**src/rtl/sw_input_proc.sv**
```systemverilog
// PDU input front end: synchronizes and debounces 16 switches and two buttons,
// then turns accepted changes into one-cycle hex/add/del/set command pulses.

module sw_input_proc_deb #(
  parameter int W          = 16,
  parameter int DEB_CYCLES = 1000000
) (
  input  logic         clk,
  input  logic         rstn,
  input  logic [W-1:0] i_raw,
  output logic [W-1:0] o_new,
  output logic [W-1:0] o_deb,
  output logic         o_quiet,
  output logic         o_commit
);
  localparam int            CW      = (DEB_CYCLES > 2) ? $clog2(DEB_CYCLES) : 1;
  localparam logic [CW-1:0] CNT_MAX = CW'(DEB_CYCLES - 1);

  logic [W-1:0]  r_s1, r_s2, r_s3, r_deb;
  logic [CW-1:0] r_cnt;
  logic          w_idle;

  // Count only while the synchronized value is steady and differs from the accepted one
  assign w_idle   = (r_s2 != r_s3) || (r_s2 == r_deb);
  assign o_commit = !w_idle && (r_cnt == CNT_MAX);
  assign o_new    = r_s2;
  assign o_deb    = r_deb;
  assign o_quiet  = (r_s2 == r_s3);

  always_ff @(posedge clk or negedge rstn) begin
    if (!rstn) begin
      r_s1  <= '0;
      r_s2  <= '0;
      r_s3  <= '0;
      r_deb <= '0;
      r_cnt <= '0;
    end else begin
      r_s1 <= i_raw;
      r_s2 <= r_s1;
      r_s3 <= r_s2;
      if (w_idle) begin
        r_cnt <= '0;
      end else if (o_commit) begin
        r_deb <= r_s2;
        r_cnt <= '0;
      end else begin
        r_cnt <= r_cnt + 1'b1;
      end
    end
  end
endmodule

module sw_input_proc #(
  parameter int DEB_CYCLES = 1000000
) (
  input  logic        clk,
  input  logic        rstn,
  input  logic [15:0] sw,
  input  logic        btn_del,
  input  logic        btn_set,
  output logic [3:0]  hex,
  output logic        add,
  output logic        del,
  output logic        set,
  output logic        ready
);
  localparam int            CW      = (DEB_CYCLES > 2) ? $clog2(DEB_CYCLES) : 1;
  localparam logic [CW-1:0] CNT_MAX = CW'(DEB_CYCLES - 1);

  typedef enum logic {ST_INIT, ST_RUN} state_t;

  state_t        r_state, w_next;
  logic [CW-1:0] r_stab;

  logic [15:0] w_sw_new, w_sw_deb, w_sw_diff;
  logic        w_sw_quiet, w_sw_commit;
  logic        w_del_new, w_del_deb, w_del_quiet, w_del_commit;
  logic        w_set_new, w_set_deb, w_set_quiet, w_set_commit;
  logic        w_quiet, w_settled;
  logic [3:0]  w_low;

  sw_input_proc_deb #(.W(16), .DEB_CYCLES(DEB_CYCLES)) u_deb_sw (
    .clk(clk), .rstn(rstn), .i_raw(sw),
    .o_new(w_sw_new), .o_deb(w_sw_deb), .o_quiet(w_sw_quiet), .o_commit(w_sw_commit)
  );

  sw_input_proc_deb #(.W(1), .DEB_CYCLES(DEB_CYCLES)) u_deb_del (
    .clk(clk), .rstn(rstn), .i_raw(btn_del),
    .o_new(w_del_new), .o_deb(w_del_deb), .o_quiet(w_del_quiet), .o_commit(w_del_commit)
  );

  sw_input_proc_deb #(.W(1), .DEB_CYCLES(DEB_CYCLES)) u_deb_set (
    .clk(clk), .rstn(rstn), .i_raw(btn_set),
    .o_new(w_set_new), .o_deb(w_set_deb), .o_quiet(w_set_quiet), .o_commit(w_set_commit)
  );

  assign w_sw_diff = w_sw_new ^ w_sw_deb;
  assign w_quiet   = w_sw_quiet && w_del_quiet && w_set_quiet;
  // Don't leave INIT with a power-up value still waiting to be loaded
  assign w_settled = ((w_sw_diff == '0) || w_sw_commit) &&
                     ((w_del_new == w_del_deb) || w_del_commit) &&
                     ((w_set_new == w_set_deb) || w_set_commit);

  always_comb begin
    w_low = '0;
    for (int i = 15; i >= 0; i--)
      if (w_sw_diff[i]) w_low = 4'(i);
  end

  always_ff @(posedge clk or negedge rstn) begin
    if (!rstn) r_state <= ST_INIT;
    else       r_state <= w_next;
  end

  always_comb begin
    w_next = r_state;
    if (r_state == ST_INIT && w_quiet && r_stab == CNT_MAX && w_settled)
      w_next = ST_RUN;
  end

  always_comb begin
    ready = (r_state == ST_RUN);
  end

  always_ff @(posedge clk or negedge rstn) begin
    if (!rstn) begin
      r_stab <= '0;
    end else if (!w_quiet) begin
      r_stab <= '0;
    end else if (r_stab != CNT_MAX) begin
      r_stab <= r_stab + 1'b1;
    end
  end

  always_ff @(posedge clk or negedge rstn) begin
    if (!rstn) begin
      hex <= '0;
      add <= 1'b0;
      del <= 1'b0;
      set <= 1'b0;
    end else begin
      add <= 1'b0;
      del <= 1'b0;
      set <= 1'b0;
      if (r_state == ST_RUN) begin
        if (w_sw_commit) begin
          add <= 1'b1;
          hex <= w_low;
        end
        del <= w_del_commit && w_del_new;
        set <= w_set_commit && w_set_new;
      end
    end
  end
endmodule

```
**config.mk**
```make
export PLATFORM = sky130hd
export DESIGN_NAME = sw_input_proc
export DESIGN_NICKNAME = d
export VERILOG_FILES = /design/src/rtl/sw_input_proc.sv
export SDC_FILE = /design/constraint.sdc
export NUM_CORES = 1
export LEC_CHECK = 0
export CORE_UTILIZATION = 55
export DETAILED_ROUTE_END_ITERATION = 10
export GPL_TIMING_DRIVEN = 0
export PLACE_DENSITY = 0.72
export SYNTH_ARGS = -nofsm -noshare
export SYNTH_HDL_FRONTEND = slang
export SYNTH_HIERARCHICAL = 1
export SYNTH_SLANG_ARGS = --single-unit
```
**constraint.sdc**
```tcl
create_clock -name clk -period 2.45 [get_ports clk]
set_input_delay 0.49 -clock clk [delete_from_list [all_inputs] [get_ports clk]]
set_output_delay 0.49 -clock clk [all_outputs]
set_load 0.02 [all_outputs]
```
# After elaboration in Yosys (flattened, before gate mapping)
# Cells that the tools add are included.
[word_totals] ff_bits=160 out_inout_bits=8
[classes] reduce_logical=26 bitwise=5 addsub=4 muxes=28 eq_ne=15
[ops] operator="20-bit two-way mux" count=8
[ops] operator="20-bit by 1-bit adder with 20-bit output (second input constant)" count=4
[ops] operator="20-bit == test (second input constant)" count=4
[ops] operator="4-bit two-way mux" count=16
[ops] operator="16-bit == test" count=2
[ops] operator="20-bit != test (second input constant)" count=1
[ops] operator="16-bit logical NOT" count=1
[ops] operator="16-bit != test" count=1
[ops] operator="16-bit XOR" count=1
[ops] operator="1-bit logical AND" count=12
[ops] operator="2-bit AND reduction" count=4
[ops] operator="1-bit logical OR" count=6
[ops] operator="1-bit == test" count=4
[ops] operator="1-bit two-way mux" count=4
[ops] operator="1-bit inverter" count=4
[ops] operator="1-bit logical NOT" count=3
[ops] operator="1-bit != test" count=2
[ops] operator="2-bit by 1-bit != test with 1-bit output (second input constant)" count=1

# Logic depth before layout (Yosys ltp)
# Gate-level depths: netlist (run 1).
[depth] ltp_word=17 depth_mapped=9 mapped_depth_nobuf=9

# Modules after synthesis
# The synthesis (run 1) kept the hierarchy.
[modules_own_cells] mod="sw_input_proc_deb at u_deb_sw" area_each_um2=3198.1 cells_each=226 seq_area_each_um2=2102.0 instances=1
[modules_own_cells] mod="sw_input_proc_deb at u_deb_del ..." area_each_um2=1177.4 cells_each=114 seq_area_each_um2=600.6 instances=2
[modules_own_cells] mod="sw_input_proc" area_each_um2=1757.9 cells_each=187 seq_area_each_um2=700.7 instances=1

# Worst setup path before layout (run 1)
# OpenSTA, ideal clock, no wires.
[synth_path] path_type="reg-to-reg" from="reg u_deb_sw.r_cnt[0]" to="reg hex[3]" path_stages_with_launch=10 t_arrival_ns=2.369 n_path_buf=0 slack_ns=0.013 setup_time_ns=0.068 path_cell_list="dfrtp_1 > ha_1 > nand3_2 > or2_2 > or3_2 > nor2_1 > nand2_1 > nor3_1 > nor2b_1 > a32o_1"
[synth_via] elab_chain_len=3
[synth_lines] element="start: declaration" line_no="20" text="logic [CW-1:0] r_cnt;"
[synth_lines] element="start signal: assignment" line_no="47" text="r_cnt <= r_cnt + 1'b1;"
[synth_lines] element="20-bit == test" line_no="25" text="assign o_commit = !w_idle && (r_cnt == CNT_MAX);"
[synth_lines] element="1-bit logical AND" line_no="25"
[synth_lines] element="named net w_sw_commit" line_no="76" text="logic w_sw_quiet, w_sw_commit;"
[synth_lines] element="2-bit AND reduction (no line)"
[synth_lines] element="end signal: assignment" line_no="148" text="hex <= w_low;"
[synth_lines] element="end: declaration" line_no="61" text="output logic [3:0] hex,"
# The timed path passes the listed nets, and every way through them passes these cells.
# A chain may end at the register's enable or synchronous reset.

# Final worst setup path (run 1)
[layout_path] from="reg u_deb_sw.r_s2[7] (netlist: u_deb_sw/o_new[7])" to="reg hex[3]"
[layout_lines] element="start: declaration" line_no="19" text="logic [W-1:0] r_s1, r_s2, r_s3, r_deb;"
[layout_lines] element="start signal: assignment" line_no="39" text="r_s2 <= r_s1;"
[layout_lines] element="16-bit != test / 16-bit == test (equally long branches)" line_no="24" text="assign w_idle = (r_s2 != r_s3) || (r_s2 == r_deb);"
[layout_lines] element="1-bit logical OR (*)" line_no="24"
[layout_lines] element="1-bit logical NOT (*)" line_no="25"
[layout_lines] element="1-bit logical AND (*)" line_no="25"
[layout_lines] element="named net w_sw_commit" line_no="76"
[layout_lines] element="2-bit AND reduction (no line) (*)"
# The timed path passes the listed nets; every way through them passes the cells marked *.

==> impl_metrics.py, run 1 <==
metrics = {
    "job": {
        "max-cap-violations": 0,
    },
    "run_status": {
        "status": "complete, no violations",
    },
    "setup_path": {
        "criticalPathCategory": "reg -> reg",
        "endpoint_kind": "flop",
        "critical_path_peak_fanout": 7,
        "cp_data_arrival_time_ns": 2.70,
        "crit_path_start_kind": "flop",
        "required_ns": 2.75,
    },
    "layout": {
        "stdcell_area_sq_um": 8520,
        "final_nets": 714,
        "ff_latch_area_sq_um": 4010,
        "insertedDiodeCount": 0,
        "multiInputGateArea_sq_um": 3260,
        "fillerInstances": 961,
        "final_layout_size_suffix_gt1_share_pct": 14.9,
        "flow.area_growth_from_synthesis_pct": 16.5,
    },
    "route": {
        "routed_wire_length_per_instance_um": 15.4,
        "detailedRoute.firstPassIterationCount": 6,
        "postRouteAntennaNets": 0,
        "route.vias.total": 4912,
        "viasPerCell": 5.61,
        "wl_um": 13500,
        "drt-initial-drc-count": 292,
        "drc_errors": 0,
    },
    "sta": {
        "achievable-frequency_ghz": 0.418,
        "maxSlewViolCount": 0,
        "final_min_period_over_clock_period_pct": 97.7,
        "report.final.hold_viol_count": 0,
        "timing.final.ws_setup_ns": 0.0553,
        "timing.slew.headroom_pct": 55.8,
        "max_slew.worst_pin.slew_ns": 0.653,
        "hold-worst-slack_ns": 0.0892,
        "setup_viol": 0,
        "period_needed_ns": 2.39,
        "clk_skew_ns": 0.00789,
    },
    "placement": {
        "placer_congestion_estimate": 0.852,
        "hpwl_um": 8920,
        "place_ws_ns": -0.306,
        "dpl_cell_area_sq_um": 7830,
        "place.port_buffers": 27,
    },
    "cts": {
        "cts.htree.levels": 4,
        "clock_tree_buf_depth": 2,
        "number_of_hold_buffers_added_after_cts": 0,
        "tritoncts.num_buffers": 17,
        "cts.root.buffer_cell": "clkbuf_16",
        "cts.sink_count": 160,
        "tritoncts": "done",
        "clock_latency_ns": 0.42,
        "clk_transition_reported_paths_ns": 0.06,
    },
    "synth": {
        "mean_cell_area_of_the_mapped_netlist_sq_um": 11.4,
        "seq_area_frac_synth_pct": 54.8,
        "ys_dominant_reg_cell": "dfrtp_1",
        "synth_cells": 641,
        "async_flop_share_pct": 100,
        "synth_edf_count": 0,
        "postSynthRegisterBits": 160,
        "number_of_synthesis_warnings": 6,
        "synth.cell_area_sq_um": 7310,
        "synthDistinctLibCells": 66,
        "syn_nets": 665,
    },
    "pwr": {
        "leakage_uw": 0.00356,
        "ir_drop_uv": 482,
        "powerDensity_nw_per_um2": 654,
    },
    "die": {
        "io_pins": 28,
        "placementRows": 41,
        "fp.dieH_um": 117,
        "initial_utilization_pct": 57.2,
        "fp.dieW_um": 117,
        "overall_die_area_sq_um": 13800,
        "core-area_sq_um": 12800,
    },
    "global_routing": {
        "grt_max_degree": 88,
        "grt_pass1_vias": 4805,
        "met2_usage_pct": 35.1,
        "grt_busiest_layer": "met2",
        "globalRouteTotalUtil_pct": 21.6,
        "grt_util_met3_pct": 5.77,
        "grtUsageMet1_pct": 28.5,
        "wire_length_of_the_first_global_routing_pass_um": 22700,
        "grt_overflow": 0,
        "antenna_found_initial": 0,
    },
    "hold_path": {
        "min-delay-path-class": "in -> async",
    },
}
## routing by layer
layer | share of wire, % | up-vias
li1 | - | 2381
met1 | 47 | 2458
met2 | 49 | 66
met3 | 3.2 | 7
met4 | 0.85 | 0
met5 | 0 | -
## cells in the mapped netlist (6+ instances only)
cell,n,area share (%)
xor2_1,59,7.1
or4_1,6,0.62
nand3_2,6,0.82
a31oi_1,6,0.51
nand3_1,13,0.89
xnor2_1,44,5.3
mux2_2,6,0.92
and3_1,9,0.77
and2_1,7,0.60
inv_1,10,0.51
nand4_1,29,2.5
nor2_1,66,3.4
or3_1,8,0.68
a21oi_1,17,1.2
mux2_4,10,2.1
dfrtp_1,160,55
and4_1,7,0.84
nor3_1,11,0.75
o21ai_0,15,1.0
o31ai_1,8,0.82
nor4_1,16,1.4
nand2_1,43,2.2
## cell families after synthesis
family                   after synthesis  share of synthesized area [%]
XOR/XNOR                             103                           12.3
adder cells (fa/ha/maj)                4                          0.685
flip-flops                           160                           54.8
AO/OA/AOI/OAI                         71                           6.56
buffers and inverters                 23                           1.69
multiplexers                          20                           3.53
AND/OR/NAND/NOR                      260                           20.4
## sequential cells by signal, summed over array words and instances, names as in the netlist, 4 cells and up
| signal | count |
|---|---|
| hex | 4 |
| r_stab | 20 |
| u_deb_del/r_cnt | 20 |
| u_deb_set/r_cnt | 20 |
| u_deb_sw/o_deb | 16 |
| u_deb_sw/o_new | 16 |
| u_deb_sw/r_cnt | 20 |
| u_deb_sw/r_s1 | 16 |
| u_deb_sw/r_s3 | 16 |
## critical path, cell delays in order (launching register included)
cell	delay [ns]
dfrtp_2	0.47
xor2_1	0.18
nor4_1	0.40
nand4_1	0.32
nand2_2	0.21
nor2_4	0.05
nand2_2	0.15
nor3_2	0.07
nor2b_2	0.17
a32o_1	0.26
## worst paths after layout
kind	startpoint	to	slack, ns	depth (start not counted)
worst max-delay path	u_deb_sw/o_new[7]	hex[3]	0.06	9
worst min-delay path	rstn	u_deb_sw/o_new[13]	0.09	1
worst max register to register	u_deb_sw/o_new[7]	hex[3]	0.06	9
worst min register to register	u_deb_sw/r_s1[5]	u_deb_sw/o_new[5]	0.35	0
max in group asynchronous	rstn	u_deb_del/r_s3	1.52	2
min in group clk	u_deb_sw/r_s1[5]	u_deb_sw/o_new[5]	0.35	0
## stage by stage
| stage | setup TNS [ns] | total power [uW] | utilization, % | instances |
|---|---|---|---|---|
| after global routing | -0.0584 | 5770 | 66.7 | 875 |
| final | 0 | 5570 | 66.7 | 875 |
| after CTS | 0 | 5620 | 66.2 | 873 |
| after detailed placement | -0.842 | 2980 | 61.3 | 841 |
| after floorplan | 0 | 2860 | - | 641 |
| after global placement | -851.46 | 2970 | 61.0 | 840 |
## report_power, final
part / leakage, uW / internal (uW) / switching, uW
sequential: 0.00211 / 2690 / 47.1
clock: 0.000277 / 1540 / 1090
combinational: 0.00118 / 84.5 / 109
## layout make-up
class	count	area share, %
clock buffer	18	5.16
clock inverter	14	1.85
tap	172	2.53
inverter	10	0.441
multi-input combinational	458	38.3
buffer	13	1.03
timing repair buffer	30	3.69
sequential	160	47.0
## cells in the final DEF, fill, tap and decap left out, drive strengths merged, types with 3 or more instances in the layout
cell and instances:
a31oi 6, nor4 19, nand2b 4, clkbuf 22, a211oi 3, and4 10, a21oi 21, nor3 12
or4 10, nand3 19, ha 4, clkinvlp 5, and3b 3, nor2 66, nand2 43, mux2i 4
inv 14, buf 13, nand4b 3, mux2 16, o31ai 8, and3 9, or2 5, xor2 59
o21ai 15, clkdlybuf4s50 26, nand4 31, or3 11, clkinv 3, dfrtp 160, xnor2 44, and2 7
## repair_timing
| action | in CTS | in global routing |
|---|---|---|
| pin swaps | 0 | 5 |
| buffers inserted | 0 | 2 |
| hold endpoints to repair | 0 | 0 |
| resized for setup | 8 | 11 |
| setup endpoints to repair | 4 | 10 |
No activity file was read; power rests on OpenSTA's default activity.
==> run 2, diff against run 1 <==
--- a/config.mk
+++ b/config.mk
@@ -7,6 +7,9 @@
 export LEC_CHECK = 0
-export CORE_UTILIZATION = 55
+export CELL_PAD_IN_SITES_DETAIL_PLACEMENT = 0
+export CELL_PAD_IN_SITES_GLOBAL_PLACEMENT = 2
+export CORE_UTILIZATION = 37
 export DETAILED_ROUTE_END_ITERATION = 10
 export GPL_TIMING_DRIVEN = 0
-export PLACE_DENSITY = 0.72
+export PLACE_DENSITY = 0.71
+export SLEW_MARGIN = 20
 export SYNTH_ARGS = -nofsm -noshare
==> constraint.sdc (replaced) <==
create_clock -name clk -period 2.45 [get_ports clk]
set_input_delay 0.3675 -clock clk [delete_from_list [all_inputs] [get_ports clk]]
set_output_delay 0.3675 -clock clk [all_outputs]
set_load 0.02 [all_outputs]
==> run 2 against run 1 <==
  * Combinational power rose by 3%
  * Core utilization is 22 points lower
  * Count of clock-buffer cells in the layout fell by 1
  * Non-clock buffer count up 2
  * Sequential share of layout area decreased by 0.93 points
  * Via count decreased by 0.61%
  * Wire length grew 9.4%
  * Total power increased by 1.4%
  * Sequential cell count did not move
  * Global-route usage fell by 5.8 points
  * Highest routed layer unchanged
==> impl_metrics.py, run 2 (synthesis gave the netlist of run 1 again) <==
metrics = {
    "run_status": {
        "status": "complete, no violations",
    },
    "placement": {
        "hpwl_um": 10100,
        "placer_congestion_estimate": 0.776,
        "place.port_buffers": 27,
    },
    "layout": {
        "final_layout_size_suffix_gt1_share_pct": 15.6,
        "flow.area_growth_from_synthesis_pct": 18.9,
        "final_core_utilization_pct": 44.8,
        "insertedDiodeCount": 0,
        "most_common_cell_after_layout_fill_and_taps_aside": "dfrtp_1",
        "final_nets": 716,
        "layout_common_cells": "156 x dfrtp_1, 65 x nor2_1, 59 x xor2_1, 42 x xnor2_1, 41 x nand2_1",
    },
    "die": {
        "fp.dieH_um": 143,
        "initial_utilization_pct": 37.7,
        "fp.dieW_um": 143,
        "io_pins": 28,
        "core-area_sq_um": 19400,
        "placementRows": 51,
        "overall_die_area_sq_um": 20300,
    },
    "sta": {
        "summed_negative_setup_slack_over_all_endpoints_ns": 0,
        "maxSlewViolCount": 0,
        "clk_skew_ns": 0.0149,
        "setup_repair_after_global_routing_missed_its_margin": "false",
        "final_min_period_over_clock_period_pct": 95.1,
        "setup_viol": 0,
        "max_slew.worst_pin.slew_ns": 0.729,
        "timing.slew.headroom_pct": 51.0,
        "achievable-frequency_ghz": 0.429,
        "report.final.hold_viol_count": 0,
        "period_needed_ns": 2.33,
    },
    "hold_path": {
        "min-delay-path-class": "reg -> reg",
        "hp-start": "u_deb_sw/r_s1[2]",
    },
    "cts": {
        "cts.sink_count": 160,
        "clock_tree_buf_depth": 2,
        "clk_transition_reported_paths_ns": 0.07,
        "clock_latency_ns": 0.43,
        "cts.htree.levels": 4,
        "tritoncts.num_buffers": 17,
        "cts.root.buffer_cell": "clkbuf_16",
        "tritoncts": "done",
    },
    "global_routing": {
        "antenna_found_initial": 0,
        "wire_length_of_the_first_global_routing_pass_um": 25200,
        "grt_pass1_vias": 4998,
        "grt_overflow": 0,
        "grt_max_degree": 89,
        "globalRouteTotalUtil_pct": 15.9,
    },
    "pwr": {
        "ir_drop_uv": 401,
        "powerDensity_nw_per_um2": 650,
        "leakage_uw": 0.00361,
    },
    "setup_path": {
        "critical_path_peak_fanout": 7,
        "worstReg2RegStart": "u_deb_sw/r_cnt[1]",
        "endpoint_kind": "flop",
        "worst_path_max_delay_cell": "or3_4",
        "reg2reg_setup_slack_ns": 0.12,
        "crit_path_start_kind": "flop",
        "criticalPathCategory": "reg -> reg",
        "required_ns": 2.80,
        "crit_start": "u_deb_sw/r_cnt[1]",
        "critical-path-max-stage-delay_ns": 0.42,
        "path_buf_inv": 0,
        "path_cells": "ha_2 -> nand3_4 -> or2_4 -> or3_4 -> nor2_4 -> nand2_4 -> nor3_4 -> nor2b_4 -> a32o_1",
        "cp_top_family": "simple AND/OR/NAND/NOR gates",
        "cp_data_arrival_time_ns": 2.68,
    },
    "route": {
        "postRouteAntennaNets": 0,
        "routed_wire_length_per_instance_um": 15.2,
        "viasPerCell": 5.03,
        "route.vias.total": 4882,
        "wl_um": 14800,
        "detailedRoute.firstPassIterationCount": 4,
        "drc_errors": 0,
        "drt-initial-drc-count": 213,
    },
    "job": {
        "max-cap-violations": 0,
    },
}
## run 2: cell types whose count changed in the layout (fill, tap and decap cells not counted), sizes merged
cell / change
buf: +2
bufinv: -1
clkbuf: -2
clkinvlp: -3
dlygate4sd3: +1
inv: +5
## run 2: per-layer routing
metal	global-route usage, %	wire length [um]	share of wire [%]	up-vias
met3	3.30	429	2.9	10
met5	0	0	0	-
met2	24.9	6860	46	62
met1	21.8	7320	50	2406
li1	-	-	-	2404
met4	5.55	148	1.0	0
## run 2: final timing paths
kind	end	cells past startpoint
setup / recovery	hex[3]	9
hold reg to reg	u_deb_sw/o_new[2]	0
setup reg to reg	hex[3]	9
max in group asynchronous	u_deb_sw/o_new[0]	3
min in group asynchronous	u_deb_sw/o_new[9]	2
hold / removal	u_deb_sw/o_new[2]	0
## run 2: where the power goes
part           internal, uW  switching (uW)
Clock                  1470            1240
Sequential             2690            46.6
Combinational          85.7             114
## run 2: per-stage QoR
stage	setup WS [ns]	hold slack [ns]	instances	total power (uW)	cell area, sq um
6_report	0.120	0.349	970	5650	8690
5_1_grt	0.00308	0.352	970	5880	8690
4_1_cts	0.0206	0.351	970	5740	8640
3_5_place_dp	-0.426	0.335	934	2980	7950
3_3_place_gp	-5.49	0.334	933	2980	7910
2_1_floorplan	0.0134	0.0719	641	2860	7310
## run 2: area by class of cell
class                      count  area (sq um)
fill                        1818         10700
sequential                   160          4010
multi-input combinational    458          3280
clock buffer                  17           425
timing repair buffer          32           335
tap                          265           332
clock inverter                15           188
buffer                        13          88.8
inverter                      10          37.5
## run 2: what timing repair did
| item | in CTS | in global routing |
|---|---|---|
| pin swaps | 2 | 3 |
| buffers inserted | 3 | 0 |
| endpoints found under the setup margin | 11 | 13 |
| hold buffers | 1 | 0 |
| endpoints found under the hold margin | 72 | 0 |
| resized for setup | 13 | 15 |
==> run 3, diff against run 2 <==
CORE_MARGIN = 1   (was default)
==> results of run 3 <==
Same layout as run 2: the final DEF is identical, and so are final timing and power.
==> RTL edit 1: new RTL, settings of run 3 <==
`DEB_CYCLES` is set to 1000000 in 2 places; all go to 4000000.
--- a/src/rtl/sw_input_proc.sv
+++ b/src/rtl/sw_input_proc.sv
@@ -4,5 +4,5 @@
 module sw_input_proc_deb #(
   parameter int W          = 16,
-  parameter int DEB_CYCLES = 1000000
+  parameter int DEB_CYCLES = 4000000
 ) (
   input  logic         clk,
@@ -52,5 +52,5 @@
 
 module sw_input_proc #(
-  parameter int DEB_CYCLES = 1000000
+  parameter int DEB_CYCLES = 4000000
 ) (
   input  logic        clk,
Formal check against the unedited RTL: no difference found for any inputs over 10 cycles, from zero or initial values and one cycle with rstn low; that may be too few to reach the edited logic, so the function may still have changed.
==> RTL edit 1 against run 3 <==
Total power rose by 1.5%. Synthesized area rose by 5.8%. The run now ends with negative setup slack left. Worst setup slack got worse by 0.14 ns. Cell area rose by 7.8%. Routed wire length rose by 5.6%. Combinational power rose by 3%. Critical path depth fell by 2. Sequential cell count rose by 8. Fmax fell by 5.8%. Synthesized cell count rose by 10%. Sequential share of layout area fell by 1.2 points.
==> RTL edit 1: results (changes against run 3) <==
DEPTH_OF_THE_WORST_REGISTER_TO_REGISTER_PATH=7  # was 9
GLOBAL_ROUTE_WIRE_LENGTH_BEFORE_REPAIR_UM=26700  # was 25,200 µm
PLACE_CONGESTION=0.743  # was 0.776
GRT.MET1_USAGE_PCT=21.8  # about the same
ROUTE.FINAL.WIRE_LENGTH_UM=15600  # was 14,800 µm
POST_CTS.RESIZED_INSTANCES=11  # was 13
FINALWORSTSETUPSLACK_NS=-0.0236  # was 0.120 ns
PRE_CTS_WS_NS=-0.392  # was -0.426 ns
FIRST_GLOBAL_VIAS=5349  # was 4,998
POST-CTS-SETUP-BUFFERS=10  # was 3
SYNTH.AVG_CELL_AREA_UM2=11.0  # was 11.4 µm²
YOSYS-TOP-CELLS-COUNT='sky130_fd_sc_hd__dfrtp_1, sky130_fd_sc_hd__nor2_1, sky130_fd_sc_hd__xnor2_1'  # was sky130_fd_sc_hd__dfrtp_1, sky130_fd_sc_hd__nor2_1, sky130_fd_sc_hd__xor2_1
YS_TYPES=58  # was 66
WIRELENGTH_MET1_UM=7870  # was 7320 µm
CLOCK-SKEW-FINAL_NS=0.0109  # was 0.0149 ns
DP.CELLS=1004  # was 934
DETAILED_PLACE_HPWL_UM=10500  # was 10,100 µm
MET2_ROUTED_WL_UM=7220  # was 6860 µm
STATUS='finished with violations'  # was finished clean
CRIT_START='u_deb_sw/r_cnt[8]$_DFF_PN0_'  # was u_deb_sw/r_cnt[1]$_DFF_PN0_
SYNTH_TOP_CELLS_BY_AREA='sky130_fd_sc_hd__dfrtp_1, sky130_fd_sc_hd__xnor2_1, sky130_fd_sc_hd__xor2_1'  # was sky130_fd_sc_hd__dfrtp_1, sky130_fd_sc_hd__xor2_1, sky130_fd_sc_hd__xnor2_1
SETUP_VIOL_COUNT_FINAL=1  # was 0
GRT_UTIL_MET2_PCT=24.1  # was 24.9%
VIAS_PER_INST=5.08  # was 5.03
FIN_WORST_HOLD_SLACK_NS=0.351  # was 0.349 ns
DR.FIRST_ITER.DRC_COUNT=264  # was 213
PLACED_AREA_MM2=0.00839  # was 0.00795 mm²
MET3_LENGTH_UM=362  # was 429 µm
GROUTE.USAGE.OVERALL_PCT=15.5  # was 15.9%
WORST_REL_SLEW_SLACK_PCT=53.0  # was 51.0%
PATH_MAX_FANOUT=5  # was 7
SWITCHING_POWER_mW=1.44  # was 1.40 mW
SYNTH.NET_COUNT=730  # was 665
FAILED_CHECKS='negative setup slack'
GRT_MAX_DEGREE=90  # was 89
FINISH.NET_COUNT=811  # was 716
IR_WORST_VDD_uV=393  # was 401 µV
FIN_SETUP_TNS_NS=-0.0236  # was 0 ns
POWER.STATIC_LEAKAGE_nW=3.79  # was 3.61 nW
[RTL edit 1: cell types whose count changed after synthesis, moves of 7 or more]
cell and delta:
sky130_fd_sc_hd__xnor2_1 +11, sky130_fd_sc_hd__nand4_1 -9, sky130_fd_sc_hd__xor2_1 -14, sky130_fd_sc_hd__nand3_1 +22, sky130_fd_sc_hd__inv_1 +7, sky130_fd_sc_hd__o21ai_0 +10
sky130_fd_sc_hd__nand2_1 +7, sky130_fd_sc_hd__or4_1 +11, sky130_fd_sc_hd__a21oi_1 +15, sky130_fd_sc_hd__dfrtp_1 +8, sky130_fd_sc_hd__or3_1 +14
[RTL edit 1: how the worst min path moves through the flow]
stage,end,cells after the start,from
after detailed placement,u_deb_sw/o_new[1]$_DFF_PN0_,0,u_deb_sw/r_s1[1]$_DFF_PN0_
final,u_deb_sw/o_new[0]$_DFF_PN0_,0,u_deb_sw/r_s1[0]$_DFF_PN0_
after global placement,u_deb_sw/o_new[14]$_DFF_PN0_,0,u_deb_sw/r_s1[14]$_DFF_PN0_
after CTS,u_deb_sw/r_s1[12]$_DFF_PN0_,1,sw[12]
after floorplan,add$_DFF_PN0_,0,rstn
after global routing,u_deb_sw/r_s1[6]$_DFF_PN0_,1,sw[6]
[RTL edit 1: power by group through the flow]
stage                     Clock, mW  Combinational [mW]  Sequential (mW)
after floorplan                   0              0.0844             2.91
after global placement            0               0.193             2.92
after detailed placement          0               0.201             2.92
after CTS                      2.76               0.205             2.87
after global routing           2.88               0.235             2.87
final                          2.66               0.206             2.86
[RTL edit 1: critical path, stage by stage (launching register included)]
cell and delay [ns]:
sky130_fd_sc_hd__dfrtp_1 0.40, sky130_fd_sc_hd__or4_4 0.55, sky130_fd_sc_hd__nor4_4 0.38, sky130_fd_sc_hd__nand3_4 0.15, sky130_fd_sc_hd__inv_4 0.12, sky130_fd_sc_hd__nand2_8 0.06
sky130_fd_sc_hd__or3_4 0.41, sky130_fd_sc_hd__o41ai_4 0.29
[RTL edit 1: logic make-up (layout without fill, tap and decap cells)]
group / Yosys count / count (layout) / synth area share, %
adders and majority gates: 4 / 4 / 0.647
buffers and inverters: 34 / 128 / 2.23
AOI/OAI and AO/OA: 97 / 97 / 7.94
DFF: 168 / 168 / 54.3
muxes: 18 / 18 / 3.02
xor gates and xnor gates: 100 / 100 / 11.3
and+or+nand+nor: 285 / 285 / 20.5
[RTL edit 1: layout make-up]
class                   instances  share of cell area [%]
clock inverters                15                    1.87
multi-input cells             504                    37.1
clock buffers                  17                    4.54
inverters                      17                   0.708
plain buffers                  14                   0.948
flip-flops and latches        168                    45.0
repair buffers                 65                    6.22
well taps                     270                    3.61
==> RTL edit 2: new RTL, settings of run 3 <==
Made on the original files. Make the reset (`rstn`) synchronous in 4 clocked blocks.
--- a/src/rtl/sw_input_proc.sv
+++ b/src/rtl/sw_input_proc.sv
@@ -28,5 +28,5 @@
   assign o_quiet  = (r_s2 == r_s3);
 
-  always_ff @(posedge clk or negedge rstn) begin
+  always_ff @(posedge clk) begin
     if (!rstn) begin
       r_s1  <= '0;
@@ -108,5 +108,5 @@
   end
 
-  always_ff @(posedge clk or negedge rstn) begin
+  always_ff @(posedge clk) begin
     if (!rstn) r_state <= ST_INIT;
     else       r_state <= w_next;
@@ -123,5 +123,5 @@
   end
 
-  always_ff @(posedge clk or negedge rstn) begin
+  always_ff @(posedge clk) begin
     if (!rstn) begin
       r_stab <= '0;
@@ -133,5 +133,5 @@
   end
 
-  always_ff @(posedge clk or negedge rstn) begin
+  always_ff @(posedge clk) begin
     if (!rstn) begin
       hex <= '0;
Check against the original RTL: same outputs for any inputs over 10 cycles, from zero or initial values and one cycle with rstn low; that may be too few to reach the edited logic, so the function may still have changed.
==> RTL edit 2 against run 3 <==
The flow now finishes with violations (design-rule violations). Critical path type unchanged. Via count grew 4.6%. Sequential cell count is the same. Synthesized area shrank 5.7%. Count of clock-buffer cells in the layout unchanged. Synthesized cell count up 15%. Worst setup slack got worse by 0.10 ns. Cell area down 5.9%. Total power is 3.1% lower. Routed wire length down 0.98%.
==> RTL edit 2: results (changes against run 3) <==
MAX_SLEW.WORST_PIN.SLEW_NS=0.746  # was 0.729 ns
DP.CELLS=994  # was 934
VIAS_PER_INST=4.92  # was 5.03
POST_CTS.RESIZED_INSTANCES=6  # was 13
PLACED_AREA_MM2=0.00748  # was 0.00795 mm²
HOLD_PATH_DEPTH=1  # was 0
ARRIVAL_NS=2.74  # was 2.68 ns
GLOBAL_ROUTE_WIRE_LENGTH_BEFORE_REPAIR_UM=24900  # was 25,200 µm
DR.FIRST_ITER.DRC_COUNT=198  # was 213
PATH_MAX_FANOUT=2  # was 7
ROUTE.DETAILED.DRC=2  # was 0
POST-CTS-SETUP-BUFFERS=10  # was 3
SEQ_AREA_FRAC_SYNTH_PCT=46.4  # was 54.8%
FINALWORSTSETUPSLACK_NS=0.0167  # was 0.120 ns
SYNTH_XOR_XNOR_AREA_SHARE_PCT=14.0  # was 12.3%
SYNTH.NET_COUNT=762  # was 665
CRIT_START='u_deb_sw/r_cnt[1]$_SDFF_PP0_'  # was u_deb_sw/r_cnt[1]$_DFF_PN0_
SYNTH_TOP_CELLS_BY_AREA='sky130_fd_sc_hd__dfxtp_1, sky130_fd_sc_hd__xnor2_1, sky130_fd_sc_hd__xor2_1'  # was sky130_fd_sc_hd__dfrtp_1, sky130_fd_sc_hd__xor2_1, sky130_fd_sc_hd__xnor2_1
FINISH.NET_COUNT=820  # was 716
AREA.SEQUENTIAL_MM2=0.00321  # was 0.00401 mm²
SYNTH.AVG_CELL_AREA_UM2=9.35  # was 11.4 µm²
POST_DRT_WL_PER_CELL_UM=14.1  # was 15.2 µm
PRE_CTS_WS_NS=-0.357  # was -0.426 ns
SYNTH-ADDER-AREA-SHARE_PCT=0.726  # was 0.685%
FAILED_CHECKS='design-rule violations'
DEPTH_OF_THE_WORST_REGISTER_TO_REGISTER_PATH=11  # was 9
R2R-END='hex[0]$_SDFFE_PN0P_'  # was hex[3]$_DFFE_PN0P_
STATUS='finished with violations'  # was finished clean
MIN_DELAY_WORST_ENDPOINT='u_deb_sw/o_new[2]$_SDFF_PN0_'  # was u_deb_sw/o_new[2]$_DFF_PN0_
GROUTE.USAGE.OVERALL_PCT=16.4  # was 15.9%
[RTL edit 2: cell count changes after synthesis, moves of 15 or more]
| cell | run 3 | this run |
|---|---|---|
| sky130_fd_sc_hd__dfrtp_1 | 160 | 0 |
| sky130_fd_sc_hd__dfxtp_1 | 0 | 160 |
| sky130_fd_sc_hd__and2_1 | 7 | 41 |
| sky130_fd_sc_hd__xnor2_1 | 44 | 67 |
| sky130_fd_sc_hd__inv_1 | 10 | 31 |
| sky130_fd_sc_hd__nand2_1 | 43 | 63 |
| sky130_fd_sc_hd__xor2_1 | 59 | 43 |
| sky130_fd_sc_hd__nand3_1 | 13 | 28 |
[RTL edit 2: report_power, final]
part	switching, mW	leakage [nW]	internal (mW)
logic	0.101	1.41	0.0981
clock network	1.24	0.282	1.37
registers	0.0283	1.30	2.64
total	1.37	3.00	4.10
[RTL edit 2: metal layers]
metal	part of all wire, %	track usage (%)	up-vias
li1	-	-	2650
met1	49	20.4	2405
met2	47	27.5	42
met3	2.2	3.84	10
met4	0.99	6.03	0
met5	0	0	-
[RTL edit 2: kinds of logic after synthesis]
logic type               count (synthesis)
AND/OR/NAND/NOR                        331
XOR/XNOR                               110
adder cells (fa/ha/maj)                  4
multiplexers                            17
flip-flops                             160
AO/OA/AOI/OAI                           63
buffers and inverters                   53
[RTL edit 2: cell type report]
| cell class | count | area share [%] |
|---|---|---|
| Inverter | 33 | 1.58 |
| Multi-Input combinational cell | 525 | 42.7 |
| Buffer | 18 | 1.18 |
| Clock buffer | 17 | 5.20 |
| Clock inverter | 15 | 1.94 |
| Tap cell | 229 | 3.50 |
| Sequential cell | 160 | 39.3 |
| Timing Repair Buffer | 41 | 4.62 |
